File: src/rtl/seg_scan_display.sv
// Scans latched BCD digits onto a common-anode 7-segment display.
// SEG_LEADING_ZERO_BLANK_EN: blank leading zero digits.
module seg_scan_display #(
    parameter int NUM_DIGITS = 4,
    parameter int SCAN_DIV   = 100000
) (
    input  logic                    clk_i,
    input  logic                    rst_i,
    input  logic [4*NUM_DIGITS-1:0] bcd_i,
    input  logic [NUM_DIGITS-1:0]   dp_i,
    input  logic                    load_i,
    output logic [6:0]              seg_o,
    output logic                    dp_o,
    output logic [NUM_DIGITS-1:0]   an_o
);

    localparam int DW = $clog2(SCAN_DIV);
    localparam int IW = $clog2(NUM_DIGITS);
    localparam logic [DW-1:0] DIV_LAST = DW'(SCAN_DIV - 1);
    localparam logic [IW-1:0] IDX_LAST = IW'(NUM_DIGITS - 1);

    logic [DW-1:0]                div_cnt;
    logic [IW-1:0]                digit_idx;
    logic [NUM_DIGITS-1:0][3:0]   shadow_bcd;
    logic [NUM_DIGITS-1:0]        shadow_dp;
    logic                         tick;
    logic [3:0]                   cur_bcd;
    logic                         cur_dp;
    logic                         blank;
    logic [6:0]                   seg_next;
    logic [NUM_DIGITS-1:0]        an_next;

    assign tick    = (div_cnt == DIV_LAST);
    assign cur_bcd = shadow_bcd[digit_idx];
    assign cur_dp  = shadow_dp[digit_idx];
    assign an_next = ~(NUM_DIGITS'(1) << digit_idx);

    always_comb begin
        case (cur_bcd)
            4'd0:    seg_next = 7'h40;
            4'd1:    seg_next = 7'h79;
            4'd2:    seg_next = 7'h24;
            4'd3:    seg_next = 7'h30;
            4'd4:    seg_next = 7'h19;
            4'd5:    seg_next = 7'h12;
            4'd6:    seg_next = 7'h02;
            4'd7:    seg_next = 7'h78;
            4'd8:    seg_next = 7'h00;
            4'd9:    seg_next = 7'h10;
            default: seg_next = 7'h3F;
        endcase
    end

`ifdef SEG_LEADING_ZERO_BLANK_EN
    logic [NUM_DIGITS-1:0] lead_zero;
    logic                  run;

    // A digit stays blank only while it and every digit above it are
    // zero with no decimal point lit; digit 0 always shows.
    always_comb begin
        lead_zero = '0;
        run       = 1'b1;
        for (int k = NUM_DIGITS - 1; k > 0; k--) begin
            run          = run && (shadow_bcd[k] == 4'd0) && !shadow_dp[k];
            lead_zero[k] = run;
        end
    end

    assign blank = lead_zero[digit_idx];
`else
    assign blank = 1'b0;
`endif

    always_ff @(posedge clk_i) begin
        if (rst_i) begin
            div_cnt    <= '0;
            digit_idx  <= '0;
            shadow_bcd <= '0;
            shadow_dp  <= '0;
            an_o       <= '1;
            seg_o      <= 7'h7F;
            dp_o       <= 1'b1;
        end else begin
            div_cnt <= tick ? '0 : div_cnt + 1'b1;
            if (tick) begin
                digit_idx <= (digit_idx == IDX_LAST) ? '0 : digit_idx + 1'b1;
            end
            if (load_i) begin
                shadow_bcd <= bcd_i;
                shadow_dp  <= dp_i;
            end
            an_o  <= an_next;
            seg_o <= blank ? 7'h7F : seg_next;
            dp_o  <= blank | ~cur_dp;
        end
    end

endmodule

File: config.mk
export PLATFORM = sky130hd
export DESIGN_NAME = seg_scan_display
export DESIGN_NICKNAME = d
export VERILOG_FILES = /design/src/rtl/seg_scan_display.sv
export SDC_FILE = /design/constraint.sdc
export NUM_CORES = 1
export LEC_CHECK = 0
export CAP_MARGIN = 20
export CELL_PAD_IN_SITES_DETAIL_PLACEMENT = 1
export CELL_PAD_IN_SITES_GLOBAL_PLACEMENT = 1
export CORE_ASPECT_RATIO = 1.75
export CORE_UTILIZATION = 31
export CTS_CLUSTER_DIAMETER = 200
export DETAILED_ROUTE_END_ITERATION = 8
export PLACE_DENSITY_LB_ADDON = 0.1
export SLEW_MARGIN = 10
export SYNTH_ARGS = -nofsm -noshare
export SYNTH_HDL_FRONTEND = slang
export SYNTH_SLANG_ARGS = --single-unit
File: constraint.sdc
create_clock -name clk_i -period 1.9 [get_ports clk_i]
set_input_delay 0.19 -clock clk_i [delete_from_list [all_inputs] [get_ports clk_i]]
set_output_delay 0.19 -clock clk_i [all_outputs]
set_load 0.02 [all_outputs]
== Yosys cells after proc, flatten, opt, wreduce, memory -nomap -nowiden ==
Memory sizes are Yosys's and may differ from the RTL's. A register that Yosys moved wholly into a read port is not among the register bits.
Index checks and enable logic that the tools add are counted.
Operators by class
  $lt $le $gt $ge: 1
  shift operators: 1
  $add $sub $neg: 2
  equality and inequality tests: 2
  bitwise operators: 2
  reductions and logical operators: 1
  multiplexer cells: 5
Operators by type and width (number)
  17-bit by 1-bit adder with 17-bit output, second input constant: 1
  17-bit equality test, second input constant: 1
  4-bit binary-select mux with 2-bit select: 1
  4-bit 2-to-1 mux: 1
  4-bit inverter: 1
  1-bit by 2-bit << shifter with 4-bit output, first input constant: 1
  2-bit by 3-bit < comparator with 1-bit output, second input constant: 1
  2-bit by 1-bit adder with 2-bit output, second input constant: 1
  1-bit binary-select mux with 2-bit select: 1
  2-bit equality test, second input constant: 1
  2-bit 2-to-1 mux: 1
  2-bit OR reduction: 1
  1-bit 2-to-1 mux: 1
  1-bit inverter: 1
Word-level totals
  memory bits (read-only): 112
  bits in registers: 44
  logic and storage cells: 24
  memories kept: 1
  bits of input ports: 23
  output and inout bits: 12
Memories
  (no name shown): depth 16, width 7, read ports 1, clocked after memory_dff 1, wr ports 0, RTL line 39  | case (cur_bcd)

== Logic depth before layout (Yosys ltp) ==
  depth in word-level cells: 3
  mapped depth: 7
  gate-level depth less buffers: 6

== Worst setup path before layout ==
OpenSTA, ideal clock, no wires.
  kind: register -> register
  start: reg digit_idx[1]
  end: reg seg_o[4]
  period minus slack after synthesis: 1.682 ns
  cell stages (with the launch flop): 8
  buffers on the path: 1
  slack: 0.218 ns
  data required time: 1.778 ns
  arrival time: 1.560 ns
  setup time: 0.122 ns
  path through: dfxtp_1 > buf_6 > mux4_2 > inv_1 > ha_1 > nand2b_1 > nor3b_1 > a21oi_1
On the way
  word-level cells in the longest chain between the ends: 2
Ends and longest elaborated chain
  start: declaration: RTL line 23  | logic [IW-1:0] digit_idx;
  start signal: assignment: RTL line 86  | digit_idx <= (digit_idx == IDX_LAST) ? '0 : digit_idx + 1'b1;
  4-bit binary-select mux with 2-bit select: RTL line 34  | assign cur_bcd = shadow_bcd[digit_idx];
  4-bit 2-to-1 mux (not written as such): RTL line 34
  end: declaration: RTL line 12  | output logic [6:0] seg_o,
No other way between the ends. The select of a mux whose other input is x is not followed.
A chain may end at the register's enable or synchronous reset.

== Worst setup path in the final report ==
  start: reg digit_idx[1]
  end: reg seg_o[3]
The elaborated chain is that of the path after synthesis.

==> results.json <==
{
  "status": "finished, final reports clean",
  "fin_crit_ps": 1700,
  "initial_core_util_pct": 32.1,
  "cp-startpoint": "digit_idx[1]$_SDFFE_PP0N_",
  "num_antenna_cells": 0,
  "wirelength_um": 4910,
  "antenna_found_initial": 0,
  "hold_end": "div_cnt[0]$_SDFF_PP0_",
  "vias": 1668,
  "synth_warnings": 0,
  "finalHoldViolCount": 0,
  "layout_common_cells": "50 x dfxtp_1, 40 x nor2_1, 34 x clkdlybuf4s50_1",
  "path_buf_inv": 0,
  "ioPinCount": 35,
  "critical_path.top_delay_family": "multiplexers",
  "drv_slew": 0,
  "cts_resized": 0,
  "grt_start_max_net_pins": 21,
  "numCtsBuffers": 5,
  "ant_nets": 0,
  "portBuffers": 34,
  "cts-hold-fix-buffers": 0,
  "clock_skew_ps": 5.88,
  "cts.root.buffer_cell": "clkbuf_16",
  "gp_congestion": 0.806,
  "yosysUniqueCellTypes": 33,
  "cts_buffer_depth": 2,
  "hold_slack_ps": 460,
  "drc": 0,
  "cp_max_fo": 5,
  "die_h_um": 114,
  "cp.arrival_ps": 1880,
  "placed_cells": 343,
  "drtIter0Drc": 46,
  "die-area_um2": 7510,
  "crit_slowest_cell": "mux4_2",
  "viasPerCell": 4.75,
  "crit_chain": "mux4_2 > or2_4 > a21oi_4 > o21ai_1",
  "fin_crit_sh_pct": 89.7,
  "grt_pass1_wl_um": 8250,
  "area_growth_pct": 28.7,
  "tightest_slew_ps": 376,
  "worstSkewPairLatency_ps": 290,
  "drive_gt1_share_pct": 11.2,
  "coreArea_um2": 6910,
  "cts_sinks": 51,
  "htreeDepth": 2,
  "post-cts-setup-buffers": 0,
  "reg2reg_from": "digit_idx[1]$_SDFFE_PP0N_",
  "grt_util_met3_pct": 3.40,
  "total_power_mw": 2.27,
  "startpoint_type": "flop",
  "fillers": 807,
  "grt_busiest_layer": "met2",
  "syn_inst": 224,
  "min-delay-start": "div_cnt[0]$_SDFF_PP0_",
  "grt_pass1_vias": 1706,
  "fin_nets": 300,
  "max-vdd-ir-drop_mv": 0.593,
  "fin_tns_setup_ps": 0,
  "cts_tree": "built",
  "finalNonFillerCells": 351,
  "regToRegSetupSlack_ps": 200,
  "max_freq_mhz": 587,
  "crit_type": "reg2reg",
  "path_clk_slew_ps": 70,
  "synth_nets": 258,
  "drt-pass1-iter-count": 4,
  "ys_ff_latch": 51,
  "rr_worst_depth": 4,
  "p_leak_nw": 1.12,
  "syn_avg_cell_area_um2": 9.90,
  "yosysSeqAreaShare_pct": 46.0,
  "p_per_area_nw_per_um2": 794,
  "die_x_um": 65.9,
  "hp-class": "reg2reg",
  "r2r_end": "seg_o[3]$_SDFF_PP1_",
  "maxCapViolations": 0,
  "hold_depth": 1,
  "end_kind": "flop",
  "setup_viol_count_final": 0,
  "track_usage_pct": 14.9,
  "cp.required_ps": 2070,
  "synth_area_um2": 2220,
  "dp_hpwl_um": 3750,
  "met1_usage_pct": 15.1,
  "slowest_delay_ps": 590,
  "utilization_pct": 41.3,
  "gr-usage-met2_pct": 27.4,
  "grt.overflow.total": 0,
  "slew_headroom_pct": 74.7,
  "wl_per_cell_um": 14.0,
  "final_common_cell": "dfxtp_1",
  "row_count": 40,
  "rsz0062_at_grt": "false"
}
[report_power, final]
group | total [mW] | switching, mW | internal [mW]
clock | 0.875 | 0.389 | 0.486
sequential | 1.14 | 0.0240 | 1.12
combinational | 0.250 | 0.113 | 0.137
[Yosys cell counts, drive strengths merged]
cell type	number	area (um^2)
xnor2	10	87.6
dfxtp	51	1020
a31o	1	8.76
nor4bb	1	10.0
xor2	3	26.3
nand2	7	26.3
and4b	1	10.0
a21boi	1	7.51
inv	11	41.3
and4	1	8.76
nand4	7	50.1
nor4	4	25.0
or3	4	30.0
clkbuf	6	22.5
nor2b	1	6.26
or2	1	8.76
nor3b	1	7.51
o21bai	1	7.51
nor2	40	150
a21oi	8	51.3
o21ai	6	30.0
nor3	4	20.0
nand3	5	25.0
ha	11	138
mux4	5	113
buf	5	31.3
mux2i	21	210
nand2b	7	43.8
[sequential cells by signal, indices dropped and copies added, names as in the netlist]
signal,cells
shadow_dp,4
seg_o,7
digit_idx,2
shadow_bcd,16
div_cnt,17
dp_o,1
an_o,4
[area by class of cell]
| cell class | instances | area, um^2 | area share [%] |
|---|---|---|---|
| flip-flops and latches | 51 | 1020 | 35.8 |
| multi-input cells | 151 | 1100 | 38.6 |
| well taps | 84 | 105 | 3.68 |
| inverters | 11 | 41.3 | 1.45 |
| clock inverters | 2 | 12.5 | 0.438 |
| clock buffers | 6 | 129 | 4.52 |
| repair buffers | 46 | 443 | 15.5 |
[worst max path at each step]
stage	endpoint	slack (ps)	cells after the start
3_5_place_dp	seg_o[3]$_SDFF_PP1_	90	4
5_1_grt	digit_idx[0]$_SDFFE_PP0N_	90	5
2_1_floorplan	seg_o[4]$_SDFF_PP1_	220	7
6_report	seg_o[3]$_SDFF_PP1_	200	4
4_1_cts	seg_o[3]$_SDFF_PP1_	80	4
3_3_place_gp	seg_o[4]$_SDFF_PP1_	130	6
[routing by layer]
layer  vias to the layer above  part of all wire [%]
met5                         -                     0
met4                         0                   2.2
met3                         7                   3.4
met2                        26                    56
met1                       799                    38
li1                        836                     -
[logic make-up (layout without fill, tap and decap cells)]
family                   after synthesis  in the layout  share of synthesized area (%)
buffers and inverters                 22             65                           4.29
AO/OA/AOI/OAI                         17             17                           4.74
XOR/XNOR                              13             13                           5.14
AND/OR/NAND/NOR                       84             84                           19.0
adder cells (fa/ha/maj)               11             11                           6.21
flip-flops                            51             51                           46.0
multiplexers                          26             26                           14.6
[per-stage QoR]
| stage | area (um^2) | setup slack [ps] |
|---|---|---|
| finish | 2850 | 196 |
| global placement | 2710 | 128 |
| global route | 2850 | 93.9 |
| detailed placement | 2710 | 89.4 |
| floorplan | 2220 | 218 |
| CTS | 2850 | 82.1 |
No activity file was read; power rests on OpenSTA's default activity.
==> variant 1 (same flow settings) <==
Put one more register stage on the output `an_o`. The value now appears one clock later. The other outputs are not delayed to match.
--- a/src/rtl/seg_scan_display.sv
+++ b/src/rtl/seg_scan_display.sv
@@ -19,4 +19,6 @@
     localparam logic [DW-1:0] DIV_LAST = DW'(SCAN_DIV - 1);
     localparam logic [IW-1:0] IDX_LAST = IW'(NUM_DIGITS - 1);
+
+    logic [NUM_DIGITS-1:0] an_s0;
 
     logic [DW-1:0]                div_cnt;
@@ -78,5 +80,5 @@
             shadow_bcd <= '0;
             shadow_dp  <= '0;
-            an_o       <= '1;
+            an_s0      <= '1;
             seg_o      <= 7'h7F;
             dp_o       <= 1'b1;
@@ -90,5 +92,5 @@
                 shadow_dp  <= dp_i;
             end
-            an_o  <= an_next;
+            an_s0 <= an_next;
             seg_o <= blank ? 7'h7F : seg_next;
             dp_o  <= blank | ~cur_dp;
@@ -96,4 +98,8 @@
     end
 
+    always_ff @(posedge clk_i) begin
+        an_o <= an_s0;
+    end
+
 endmodule
 
Check against the original RTL: not equivalent (Yosys sat finds a counterexample within 4 cycles, from zero or initial values and one cycle with rst_i high).
==> variant 1 against the original RTL <==
  * Sequential cell count is 4 higher
  * Maximum frequency grew 1.1%
  * Cell area rose by 3.2%
  * Worst setup slack gained 0.019 ns
  * Synthesized area grew 3.5%
  * Die area up 3.4%
  * Hold slack got worse by 0.13 ns
  * Core utilization down 0.29 points
  * Total power up 10%
  * Final cell count rose by 1.1%
  * Routed wire length increased by 7.0%
==> variant 1: results (changes against the original RTL) <==
| Metric | Value |
|---|---|
| M1 wire length | `1860 um (was 1870 um)` |
| Post-layout instance count excluding filler cells | `355 (was 351)` |
| Detailed-routed wire length on met3 | `177 um (was 167 um)` |
| GR Layer Usage met3 | `0.0295 (was 0.0340)` |
| Proportion of layout cells with a drive suffix above 1 | `0.100 (was 0.112)` |
| Layout Nets | `303 (was 300)` |
| Worst rel slew slack | `0.711 (was 0.747)` |
| Relative area of non-clock buffer cells in the final design | `0.150 (was 0.155)` |
| Average cell area after synthesis | `10.1 um2 (was 9.90 um2)` |
| Vias per cell | `4.78 (was 4.75)` |
| Compound-cell area share of the yosys netlist | `0.0414 (was 0.0474)` |
| Area of the core | `7180 um2 (was 6910 um2)` |
| Placed instance count | `348 (was 343)` |
| Max Fclk | `593 MHz (was 587 MHz)` |
| Mux share of post-synthesis cell area | `0.149 (was 0.146)` |
| Leakage | `1.15 nW (was 1.12 nW)` |
| Post-synth top cells | `dfxtp_1 (55), nor2_1 (40), mux2i_1 (23), ha_1 (11), inv_1 (11) (was dfxtp_1 (51), nor2_1 (40), mux2i_1 (21), ha_1 (11), inv_1 (11))` |
| Total detailed-routing wirelength | `5260 um (was 4910 um)` |
| Syn Nets | `261 (was 258)` |
| Met2 global-route usage | `0.301 (was 0.274)` |
| Largest vdd supply drop | `0.387 mV (was 0.593 mV)` |
| Worst Path Arrival | `1.85 ns (was 1.88 ns)` |
| Routed length on met2 | `3050 um (was 2760 um)` |
| Largest net degree at the start of global routing | `23 (was 21)` |
| Start point of the critical path | `digit_idx[0] (was digit_idx[1])` |
| Fraction of met1 tracks used by global routing | `0.140 (was 0.151)` |
| Clock sink count | `55 (was 51)` |
| Number of violations reported at the end of detailed-routing iteration 0 | `82 (was 46)` |
| Outcome | `complete, no violations (unchanged)` |
| Share of synthesized area occupied by flip-flops and latches | `0.480 (was 0.460)` |
| Multi-input combinational cell count | `150 (was 151)` |
| Cell Area, Placed | `2790 um2 (was 2710 um2)` |
| Pre-CTS setup slack | `0.148 ns (was 0.0894 ns)` |
| Global router's overall resource usage | `0.154 (was 0.149)` |
| Last weighted congestion value of the routability-driven placer | `0.749 (was 0.806)` |
| FF-to-FF End | `seg_o[2] (was seg_o[3])` |
| DPL Wire Length | `4050 um (was 3750 um)` |
| Area used by multi-input combinational logic | `1090 um2 (was 1100 um2)` |
| Net Switching | `538 uW (was 526 uW)` |
| Internal reg-to-reg setup slack | `0.22 ns (was 0.20 ns)` |
-- variant 1: worst min-delay path by stage --
stage	end	slack (ns)	start
floorplan	an_o[0]	0.31	an_s0[0]
global placement	an_o[0]	0.31	an_s0[0]
detailed placement	an_o[0]	0.32	an_s0[0]
CTS	an_o[1]	0.33	an_s0[1]
global route	an_o[0]	0.34	an_s0[0]
finish	an_o[0]	0.33	an_s0[0]
-- variant 1: power by group through the flow --
stage | Combinational [mW] | Sequential [mW] | Clock (mW)
final | 0.254 | 1.23 | 1.01
after global routing | 0.282 | 1.23 | 1.10
after floorplan | 0.121 | 1.26 | 0
after CTS | 0.260 | 1.23 | 1.05
after detailed placement | 0.259 | 1.26 | 0
after global placement | 0.255 | 1.26 | 0
-- variant 1: kinds of logic (layout without fill, tap and decap cells) --
group                      Yosys count  in the layout
buffers and inverters               22             64
and+or+nand+nor                     83             83
muxes                               28             28
adders and majority gates           11             11
DFF                                 55             55
AOI/OAI and AO/OA                   15             15
xor gates and xnor gates            13             13
==> variant 2 (same flow settings) <==
Without the edit above. Add a define of `SEG_LEADING_ZERO_BLANK_EN`.
--- a/src/rtl/seg_scan_display.sv
+++ b/src/rtl/seg_scan_display.sv
@@ -1,4 +1,6 @@
 // Scans latched BCD digits onto a common-anode 7-segment display.
 // SEG_LEADING_ZERO_BLANK_EN: blank leading zero digits.
+`define SEG_LEADING_ZERO_BLANK_EN
+
 module seg_scan_display #(
     parameter int NUM_DIGITS = 4,
Function: same outputs for any inputs over 10 cycles, from zero or initial values and one cycle with rst_i high; that may be too few to reach the edited logic, so the function may still have changed.
==> variant 2 against the original RTL <==
  * Routed wire length is 6.7% higher
  * Total power is 8.1% higher
  * Synthesized area is 2.7% higher
  * Critical path depth is 2 higher
  * Cell area is 2.5% higher
  * Sequential power hardly changed
  * Via count is 4.9% higher
  * Worst setup slack worse by 0.034 ns
  * Sequential cell count stayed put
  * Largest power group unchanged
==> variant 2: results (changes against the original RTL) <==
| Metric | Value |
|---|---|
| Outcome | `complete, no violations (unchanged)` |
| Reg2Reg Depth | `6 (was 4)` |
| Proportion of layout cells with a drive suffix above 1 | `0.103 (was 0.112)` |
| Slew of the pin with the lowest slew margin | `0.391 ns (was 0.376 ns)` |
| Total via count in the routed design | `1750 (was 1668)` |
| Initial antenna violation count | `0 (unchanged)` |
| Power per Cell Area | `838 nW/um2 (was 794 nW/um2)` |
| Internal Power | `1.91 mW (was 1.74 mW)` |
| Worst Path Arrival | `1.89 ns` |
| Crit Reg-Reg Startpoint | `digit_idx[0] (was digit_idx[1])` |
| Global router's overall resource usage | `0.153 (was 0.149)` |
| Vias per cell | `4.87 (was 4.75)` |
| Clock-pin slew of the registers on the worst-case setup and hold paths | `0.07 ns (about the same)` |
| DPL Wire Length | `3930 um (was 3750 um)` |
| Internal reg-to-reg setup slack | `0.16 ns (was 0.20 ns)` |
| Clock power frac | `0.426 (was 0.386)` |
| Max FO, Critical Path | `8 (was 5)` |
| Maximum cell stage delay along the critical path | `0.58 ns` |
| Clock tree skew after final layout | `0.00612 ns (was 0.00588 ns)` |
| Post-synth top cells | `dfxtp_1 (51), nor2_1 (48), mux2i_1 (24) (was dfxtp_1 (51), nor2_1 (40), mux2i_1 (21), ha_1 (11), inv_1 (11))` |
| Leakage | `1.20 nW (was 1.12 nW)` |
| Final Critical Period | `1.74 ns (was 1.70 ns)` |
| Largest net degree at the start of global routing | `29 (was 21)` |
| WL per Instance | `14.6 um (was 14.0 um)` |
| Type of the worst setup path | `flop to flop (unchanged)` |
| Pre-CTS setup slack | `-0.0240 ns (was 0.0894 ns)` |
| Number of distinct library cells after synthesis | `35 (was 33)` |
| Async set-reset flop share out of synthesis | `0 (unchanged)` |
| Global-route wire length before repair | `8730 um (was 8250 um)` |
| Cell Area, Placed | `2730 um2 (was 2710 um2)` |
| Layout Nets | `305 (was 300)` |
| Combinational power share | `0.107 (was 0.110)` |
| Syn Nets | `266 (was 258)` |
| Placed instance count | `349 (was 343)` |
| Biggest area contributors in the synthesized netlist | `dfxtp_1 (45%), mux2i_1 (11%), nor2_1 (7.9%) (was dfxtp_1 (46%), mux2i_1 (9.5%), nor2_1 (6.8%))` |
| Number of buffers inserted by port buffering | `34 (unchanged)` |
| Number of violations reported at the end of detailed-routing iteration 0 | `72 (was 46)` |
| Last weighted congestion value of the routability-driven placer | `0.751 (was 0.806)` |
| Count of TritonRoute iterations in the first routing pass | `4 (unchanged)` |
| Top delay family on crit path | `multiplexers (unchanged)` |
| Average cell area after synthesis | `9.77 um2 (was 9.90 um2)` |
| Largest vdd supply drop | `0.318 mV (was 0.593 mV)` |
| Diode count | `0 (unchanged)` |
| Share of synthesized area occupied by flip-flops and latches | `0.448 (was 0.460)` |
| Max clock buf depth | `2 (unchanged)` |
| Clock latency on the worst-skew pair | `0.29 ns (about the same)` |
## variant 2: cell types whose count changed after synthesis, sizes merged, moves of 4 or more
cell	change
inv	-5
nand4	-4
or3	-4
xnor2	-7
nand2	+5
and3	+4
xor2	+9
nor2	+8
nand3	+7
a21oi	-5
## variant 2: cells by family after synthesis
kind of cell               Yosys count  share of synthesized area
adders and majority gates           10                     0.0549
AOI/OAI and AO/OA                   13                     0.0379
and+or+nand+nor                     96                      0.196
muxes                               30                      0.165
xor gates and xnor gates            15                     0.0577
DFF                                 51                      0.448
buffers and inverters               18                     0.0401
## variant 2: worst register-to-register path, delay by kind of cell (launching register included)
family | cells | cell delay, ns
AND/OR/NAND/NOR | 3 | 0.37
flip-flops | 1 | 0.39
buffers and inverters | 1 | 0.13
multiplexers | 1 | 0.58
AO/OA/AOI/OAI | 1 | 0.15
## variant 2: final timing paths
check	endpoint
setup / recovery	seg_o[0]
hold / removal	div_cnt[0]
setup reg to reg	seg_o[0]
hold reg to reg	div_cnt[0]
## variant 2: timing repair
action                     4_1_cts  5_1_grt
setup endpoints to repair        2        7
hold endpoints to repair         0        0
setup buffers                    0        2
resized for setup                1        3
pin swaps                        0        0
## variant 2: final cells by class
class / count / area (um2)
multi-input combinational: 164 / 1170
clock inverter: 2 / 35.0
tap: 86 / 108
timing repair buffer: 44 / 428
inverter: 6 / 22.5
clock buffer: 6 / 139
sequential: 51 / 1020
fill: 822 / 4260
## variant 2: stage by stage
step | TNS (ns) | hold slack [ns]
after floorplan | 0 | 0.337
after global placement | 0 | 0.447
after detailed placement | -0.0396 | 0.455
after CTS | 0 | 0.472
after global routing | 0 | 0.500
final | 0 | 0.460
## variant 2: per-layer routing
layer	GRT usage	share of wire
met5	0	0
met4	0.0567	0.015
met3	0.0278	0.026
met2	0.302	0.59
met1	0.149	0.37
